<file path="config.mk">
export PLATFORM = sky130hd
export DESIGN_NAME = pwm_capture_flat
export DESIGN_NICKNAME = d
export VERILOG_FILES = /design/src/rtl/pwm_capture_pkg.sv /design/src/rtl/pwm_capture_if.sv /design/src/rtl/pwm_capture_sync_edge.sv /design/src/rtl/pwm_capture.sv /design/src/flat_wrapper.sv
export SDC_FILE = /design/constraint.sdc
export NUM_CORES = 1
export LEC_CHECK = 0
export ABC_AREA = 1
export ABC_CLOCK_PERIOD_IN_PS = 4120
export BUFFER_PORTS_ARGS = -buffer_cell sky130_fd_sc_hd__buf_2
export CORE_MARGIN = 2
export CORE_UTILIZATION = 37
export CTS_BUF_LIST = sky130_fd_sc_hd__clkbuf_16
export CTS_CLUSTER_SIZE = 30
export DETAILED_ROUTE_END_ITERATION = 10
export SLEW_MARGIN = 20
export SYNTH_ARGS = -nofsm -noshare
export SYNTH_HDL_FRONTEND = slang
export SYNTH_SLANG_ARGS = --single-unit
</file>
<file path="constraint.sdc">
create_clock -name clk -period 4.12 [get_ports clk]
set_clock_uncertainty 0.2 [all_clocks]
set_input_delay 0.618 -clock clk [delete_from_list [all_inputs] [get_ports clk]]
set_output_delay 0.618 -clock clk [all_outputs]
set_load 0.005 [all_outputs]
</file>
<file path="src/rtl/pwm_capture_pkg.sv">
// Shared types and constants for the PWM capture path: FSM states, default
// counter width and its saturation value.
package pwm_pkg;

    typedef enum logic [1:0] {ARM, HIGH, LOW} state_t;

    localparam int CNT_W_DEF = 10;

    function automatic int cnt_max(input int w);
        return (1 << w) - 1;
    endfunction

    localparam int CNT_MAX = cnt_max(CNT_W_DEF);

endpackage

</file>
<file path="src/rtl/pwm_capture_if.sv">
// Control and result bundle of pwm_capture. The master drives the PWM input
// and the enable; the slave (the capture block) returns measurements.
interface pwm_capture_if #(parameter int CNT_W = pwm_pkg::CNT_W_DEF);
    logic             ena_i;
    logic             pwm_i;
    logic [CNT_W-1:0] period_o;
    logic [CNT_W-1:0] high_o;
    logic             valid_o;
    logic             overflow_o;
    logic             stuck_o;

    modport master (output ena_i, pwm_i,
                    input  period_o, high_o, valid_o, overflow_o, stuck_o);
    modport slave  (input  ena_i, pwm_i,
                    output period_o, high_o, valid_o, overflow_o, stuck_o);
endinterface

</file>
<file path="src/rtl/pwm_capture_sync_edge.sv">
// Multi-flop synchronizer for an asynchronous single-bit input plus
// rise/fall pulses; both edges see the same latency.
module pwm_sync_edge #(
    parameter int SYNC_STAGES = 2
) (
    input  logic clk,
    input  logic res_i,
    input  logic d_i,
    output logic s_o,
    output logic rise_o,
    output logic fall_o
);

    logic [SYNC_STAGES-1:0] sync_q;
    logic                   s_d;

    always_ff @(posedge clk) begin
        if (res_i) begin
            sync_q <= '0;
            s_d    <= 1'b0;
        end else begin
            sync_q <= {sync_q[SYNC_STAGES-2:0], d_i};
            s_d    <= sync_q[SYNC_STAGES-1];
        end
    end

    assign s_o    = sync_q[SYNC_STAGES-1];
    assign rise_o =  s_o & ~s_d;
    assign fall_o = ~s_o &  s_d;

endmodule

</file>
<file path="src/rtl/pwm_capture.sv">
// PWM period / high-time capture. Optional stuck-input detection is enabled
// by defining PWM_CAPTURE_STUCK_DETECT_EN.
module pwm_capture
    import pwm_pkg::*;
#(
    parameter int CNT_W       = CNT_W_DEF,
    parameter int SYNC_STAGES = 2
) (
    input  logic           clk,
    input  logic           res_i,
    pwm_capture_if.slave   bus
);

    localparam logic [CNT_W-1:0] SAT = CNT_W'(cnt_max(CNT_W));

    logic rise, fall;
    state_t state_q, state_d;
    logic [CNT_W-1:0] cnt_q, cnt_d, cnt_inc, high_lat_q, high_lat_d;
    logic [CNT_W-1:0] period_q, period_d, high_q, high_d;
    logic ovf_q, ovf_d, valid_q, valid_d, overflow_q, overflow_d;

`ifdef PWM_CAPTURE_STUCK_DETECT_EN
    logic s, stuck_q, stuck_d;

    pwm_sync_edge #(.SYNC_STAGES(SYNC_STAGES)) u_sync (
        .clk(clk), .res_i(res_i), .d_i(bus.pwm_i),
        .s_o(s), .rise_o(rise), .fall_o(fall)
    );
`else
    pwm_sync_edge #(.SYNC_STAGES(SYNC_STAGES)) u_sync (
        .clk(clk), .res_i(res_i), .d_i(bus.pwm_i),
        .s_o(), .rise_o(rise), .fall_o(fall)
    );
`endif

    always_ff @(posedge clk) begin
        if (res_i) begin
            state_q    <= ARM;
            cnt_q      <= '0;
            high_lat_q <= '0;
            ovf_q      <= 1'b0;
            period_q   <= '0;
            high_q     <= '0;
            valid_q    <= 1'b0;
            overflow_q <= 1'b0;
        end else begin
            state_q    <= state_d;
            cnt_q      <= cnt_d;
            high_lat_q <= high_lat_d;
            ovf_q      <= ovf_d;
            period_q   <= period_d;
            high_q     <= high_d;
            valid_q    <= valid_d;
            overflow_q <= overflow_d;
        end
    end

`ifdef PWM_CAPTURE_STUCK_DETECT_EN
    always_ff @(posedge clk) begin
        if (res_i) stuck_q <= 1'b0;
        else       stuck_q <= stuck_d;
    end
`endif

    always_comb begin
        state_d    = state_q;
        cnt_d      = cnt_q;
        high_lat_d = high_lat_q;
        ovf_d      = ovf_q;
        period_d   = period_q;
        high_d     = high_q;
        valid_d    = 1'b0;
        overflow_d = overflow_q;
`ifdef PWM_CAPTURE_STUCK_DETECT_EN
        stuck_d    = stuck_q;
`endif
        cnt_inc    = (cnt_q == SAT) ? SAT : cnt_q + 1'b1;

        if (!bus.ena_i) begin
            state_d = ARM;
            cnt_d   = '0;
            ovf_d   = 1'b0;
        end else begin
            case (state_q)
                ARM: begin
                    if (rise) begin
                        state_d = HIGH;
                        cnt_d   = CNT_W'(1);
                    end
                end
                HIGH, LOW: begin
                    if (state_q == LOW && rise) begin
                        state_d    = HIGH;
                        period_d   = cnt_q;
                        high_d     = high_lat_q;
                        valid_d    = 1'b1;
                        overflow_d = ovf_q;
                        ovf_d      = 1'b0;
                        cnt_d      = CNT_W'(1);
`ifdef PWM_CAPTURE_STUCK_DETECT_EN
                        stuck_d    = 1'b0;
`endif
                    end else if (state_q == HIGH && fall) begin
                        state_d    = LOW;
                        high_lat_d = cnt_q;
                        cnt_d      = cnt_inc;
                        ovf_d      = ovf_q | (cnt_inc == SAT);
`ifdef PWM_CAPTURE_STUCK_DETECT_EN
                    end else if (cnt_q == SAT) begin
                        // no edge for a full counter range: report level and re-arm
                        state_d    = ARM;
                        cnt_d      = '0;
                        ovf_d      = 1'b0;
                        period_d   = '0;
                        high_d     = s ? SAT : '0;
                        valid_d    = 1'b1;
                        overflow_d = 1'b1;
                        stuck_d    = 1'b1;
`endif
                    end else begin
                        cnt_d = cnt_inc;
                        ovf_d = ovf_q | (cnt_inc == SAT);
                    end
                end
                default: state_d = ARM;
            endcase
        end
    end

    assign bus.period_o   = period_q;
    assign bus.high_o     = high_q;
    assign bus.valid_o    = valid_q;
    assign bus.overflow_o = overflow_q;
`ifdef PWM_CAPTURE_STUCK_DETECT_EN
    assign bus.stuck_o    = stuck_q;
`else
    assign bus.stuck_o    = 1'b0;
`endif

endmodule

</file>
<file path="src/flat_wrapper.sv">
// flat-port wrapper written by rule: the top's interface ports become plain ports
module pwm_capture_flat import pwm_pkg::*;
#(
    parameter int CNT_W       = CNT_W_DEF,
    parameter int SYNC_STAGES = 2
)
  (clk, res_i, bus_ena_i, bus_pwm_i, bus_period_o, bus_high_o, bus_valid_o, bus_overflow_o, bus_stuck_o);
  pwm_capture_if #(.CNT_W(CNT_W)) bus_i ();
  input  logic clk;
  input  logic res_i;
  input wire logic [$bits(bus_i.ena_i)-1:0] bus_ena_i;
  input wire logic [$bits(bus_i.pwm_i)-1:0] bus_pwm_i;
  output wire logic [$bits(bus_i.period_o)-1:0] bus_period_o;
  output wire logic [$bits(bus_i.high_o)-1:0] bus_high_o;
  output wire logic [$bits(bus_i.valid_o)-1:0] bus_valid_o;
  output wire logic [$bits(bus_i.overflow_o)-1:0] bus_overflow_o;
  output wire logic [$bits(bus_i.stuck_o)-1:0] bus_stuck_o;
  assign bus_i.ena_i = bus_ena_i;
  assign bus_i.pwm_i = bus_pwm_i;
  assign bus_period_o = bus_i.period_o;
  assign bus_high_o = bus_i.high_o;
  assign bus_valid_o = bus_i.valid_o;
  assign bus_overflow_o = bus_i.overflow_o;
  assign bus_stuck_o = bus_i.stuck_o;
  pwm_capture #(.CNT_W(CNT_W), .SYNC_STAGES(SYNC_STAGES)) u_core (.clk(clk), .res_i(res_i), .bus(bus_i));
endmodule
</file>
==> run_results.csv <==
group,metric,value,unit
die,core_area,5440,um2
finish,stdcell_count,372,
pwr,leakage,0.00100,uW
finish,final_nets,308,
setup_path,ff2ff_path_depth,6,
setup_path,cp_common_cell,"inv_1",
sta,tightest_slew,0.764,ns
grt,busiest_layer,"met2",
min_path,hp-class,"flop to flop",
routing,routed_wl,4200,um
routing,via_per_inst,4.80,
sta,max_freq,394,MHz
clock_network,cts_buffers,5,
logic_synthesis,synthSimpleGateAreaFrac,0.249,
finish,fillers,583,
die,die_area,6200,um2
sta,final_hold_viol_count,0,
logic_synthesis,ys.flop_type,"dfxtp_1",
clock_network,htree_num_levels,2,
pwr,powerDensity,375,nW/um2
die,initial_utilization,0.380,
setup_path,r2r-end,"u_core.bus.period_o[9]",
place,gp_congestion,0.816,
routing,drtPass1Iterations,4,
pwr,net-switching-power,187,uW
setup_path,critPathKind,"flop to flop",
place,dp_cells,364,
sta,finalCriticalPeriod,2.54,ns
clock_network,post_cts_buffers,0,
logic_synthesis,synthXorXnorAreaFrac,0.00424,
grt,groute.layer.met1.usage,0.197,
logic_synthesis,syn_area,2070,um2
clock_network,clkLatencyLatePin,0.28,ns
finish,diodes,0,
setup_path,cpMaxStageDelayCell,"inv_1",
setup_path,path_cells,"inv_1 > ha_1 > nand4_1 > inv_1 > o21ai_0 > a21oi_1",
setup_path,cp_max_fo,29,
pwr,power_frac_comb,0.033,
pwr,pwr-share-clk,0.438,
sta,setup_viol,0,
logic_synthesis,synth_most_common_cell,"nand2_1",
setup_path,required,4.13,ns
setup_path,slowest_delay,0.75,ns
grt,grt_pass1_wl,7220,um
finish,multi_input_area,946,um2
pwr,p_sw_frac,0.212,
grt,grt_usage,0.147,
logic_synthesis,syn-num-nets,288,
logic_synthesis,synth_compound_area_frac,0.173,
logic_synthesis,synth-edff-count,0,
logic_synthesis,synthAdderAreaFrac,0.0303,
die,io-pin-count,27,
clock_network,ctsHoldBuffers,0,
grt,grt-ovfl-total,0,
setup_path,start_kind,"flop",
routing,detail-route-antenna-nets,0,
sta,grt_setup_unrepaired,"no",
pwr,vdd_drop_max,145,uV
grt,use_met2,0.228,
setup_path,critPathCaptureType,"flop",
sta,hold_ws,0.207,ns
finish,syn_to_final_growth,14.0,%
die,num_rows,27,
clock_network,cts_tree,"yes",
clock_network,root_buffer,"clkbuf_16",
routing,route.detailed.drc,0,
logic_synthesis,yosys_warnings,0,
clock_network,clkTransAtPathRegs,0.06,ns
routing,drt_first_iter_violations,92,
grt,use_met3,0.0284,
finish,fin_util,0.433,
die,fp.dieH,78.7,um
sta,slew_viol_final,0,
logic_synthesis,ys_types,26,
die,die_w,78.7,um
finish,seq_area,961,um2
routing,via_count,1785,
setup_path,regToRegSetupSlack,1.58,ns
run,drv_cap,0,
min_path,min_from,"u_core.u_sync.sync_q[0]",
logic_synthesis,synthTopCellsByArea,"dfxtp_1 46%, nand2_1 9.6%, o21ai_0 8.7%, nor2_1 8.2%, a21oi_1 6.5%",
logic_synthesis,synth-seq-area-share,0.465,
clock_network,cts_sinks,48,
place,io_buffers,25,
status,status,"completed",
pwr,sequentialPowerShare,0.529,
setup_path,crit_arrival,2.54,ns
sta,fin_tns_setup,0,ns
grt,grt_pass1_vias,1571,
logic_synthesis,syn_area_per_cell,7.41,um2
logic_synthesis,yosysTopAreaCell,"dfxtp_1",
sta,max-slew-margin-rel,0.490,
grt,antenna_found_initial,0,
logic_synthesis,ys_async_sr_fraction,0,
routing,wl_per_cell,11.3,um
sta,post-route-period-util,0.616,
finish,drive_gt1_frac,0.140,
pwr,p_int,697,uW
clock_network,cts_max_path_buffers,2,
clock_network,cts_resized,0,
logic_synthesis,yosys-top-cells-count,"53 x nand2_1, 48 x dfxtp_1, 45 x nor2_1, 36 x o21ai_0, 27 x a21oi_1",
min_path,whs_path_depth,2,
logic_synthesis,synth_top_family_by_area,"simple AND/OR/NAND/NOR gates",
logic_synthesis,ys_ff_latch,48,
setup_path,worstReg2RegStart,"u_core.state_q[0]",
place,dp_hpwl,3050,um
grt,grt_start_max_net_pins,32,
logic_synthesis,synthMuxAreaShare,0,
logic_synthesis,postSynthCellCount,279,
min_path,hold_end,"u_core.u_sync.sync_q[1]",
logic_synthesis,yosys.area.top_type_share,0.465,
==> worst max-delay path by stage <==
stage	from	end	slack (ns)	depth (start not counted)
after global placement	u_core.state_q[0]	u_core.bus.period_o[9]	1.69	6
final	u_core.state_q[0]	u_core.bus.period_o[9]	1.58	6
after CTS	u_core.state_q[0]	u_core.bus.period_o[9]	1.52	6
after floorplan	u_core.cnt_q[1]	u_core.ovf_q	2.44	10
after global routing	u_core.state_q[0]	u_core.bus.period_o[7]	1.22	6
after detailed placement	u_core.state_q[0]	u_core.bus.period_o[9]	1.54	6
==> state kept, by name, indices dropped and copies added, names as in the netlist <==
name / count
u_core.bus.high_o: 10
u_core.u_sync.s_d: 1
u_core.u_sync.sync_q: 2
u_core.bus.valid_o: 1
u_core.high_lat_q: 10
u_core.cnt_q: 10
u_core.bus.overflow_o: 1
u_core.state_q: 2
u_core.ovf_q: 1
u_core.bus.period_o: 10
==> worst max-delay path, delay by kind of cell, from the launching register on <==
family / cells / cell delay (ns)
compound gates: 2 / 0.33
fa+ha+maj: 1 / 0.32
buf+inv: 2 / 0.83
flops: 1 / 0.38
simple gates: 1 / 0.40
==> routing by layer <==
layer / vias up / wire, um
li1: 945 / -
met1: 805 / 2050
met2: 31 / 1970
met3: 4 / 129
met4: 0 / 46
met5: - / 0
==> stage by stage <==
stage                     total power (uW)  setup WS, ns  cell area, um2
after floorplan                        500          2.44            2070
after global placement                 507          1.69            2210
after detailed placement               507          1.54            2210
after CTS                              899          1.52            2360
after global routing                   923          1.22            2360
final                                  884          1.58            2360
==> cell usage in the layout, fill, tap and decap left out, drive strengths merged <==
cell	count
a31oi	1
ha	5
a21oi	28
inv	23
buf	25
o21ai	38
clkbuf	5
conb	1
nand2	54
dfxtp	48
clkinvlp	2
clkinv	2
nand3	12
o211ai	1
o2111ai	1
xnor2	1
nand4	4
nor2	49
==> layout make-up <==
class / instances / share of cell area
Clock inverter: 3 / 0.00797
Sequential cell: 48 / 0.408
Multi-Input combinational cell: 195 / 0.401
Inverter: 24 / 0.0382
Clock buffer: 5 / 0.0531
Tap cell: 72 / 0.0382
Timing Repair Buffer: 25 / 0.0531
==> power by group through the flow <==
stage / Combinational (uW) / Clock, uW / Sequential [uW]
floorplan: 21.9 / 0 / 478
global placement: 28.4 / 0 / 478
detailed placement: 28.7 / 0 / 478
CTS: 29.0 / 402 / 468
global route: 33.8 / 421 / 468
finish: 28.7 / 387 / 468
==> cells by family (layout without fill, tap and decap cells) <==
| family | count (synthesis) | count (layout) |
|---|---|---|
| AND/OR/NAND/NOR | 119 | 119 |
| AO/OA/AOI/OAI | 69 | 69 |
| flip-flops | 48 | 48 |
| buffers and inverters | 36 | 57 |
| adder cells (fa/ha/maj) | 5 | 5 |
| other | 1 | 1 |
| XOR/XNOR | 1 | 1 |
Note: power is estimated with default switching activity, not from simulation.
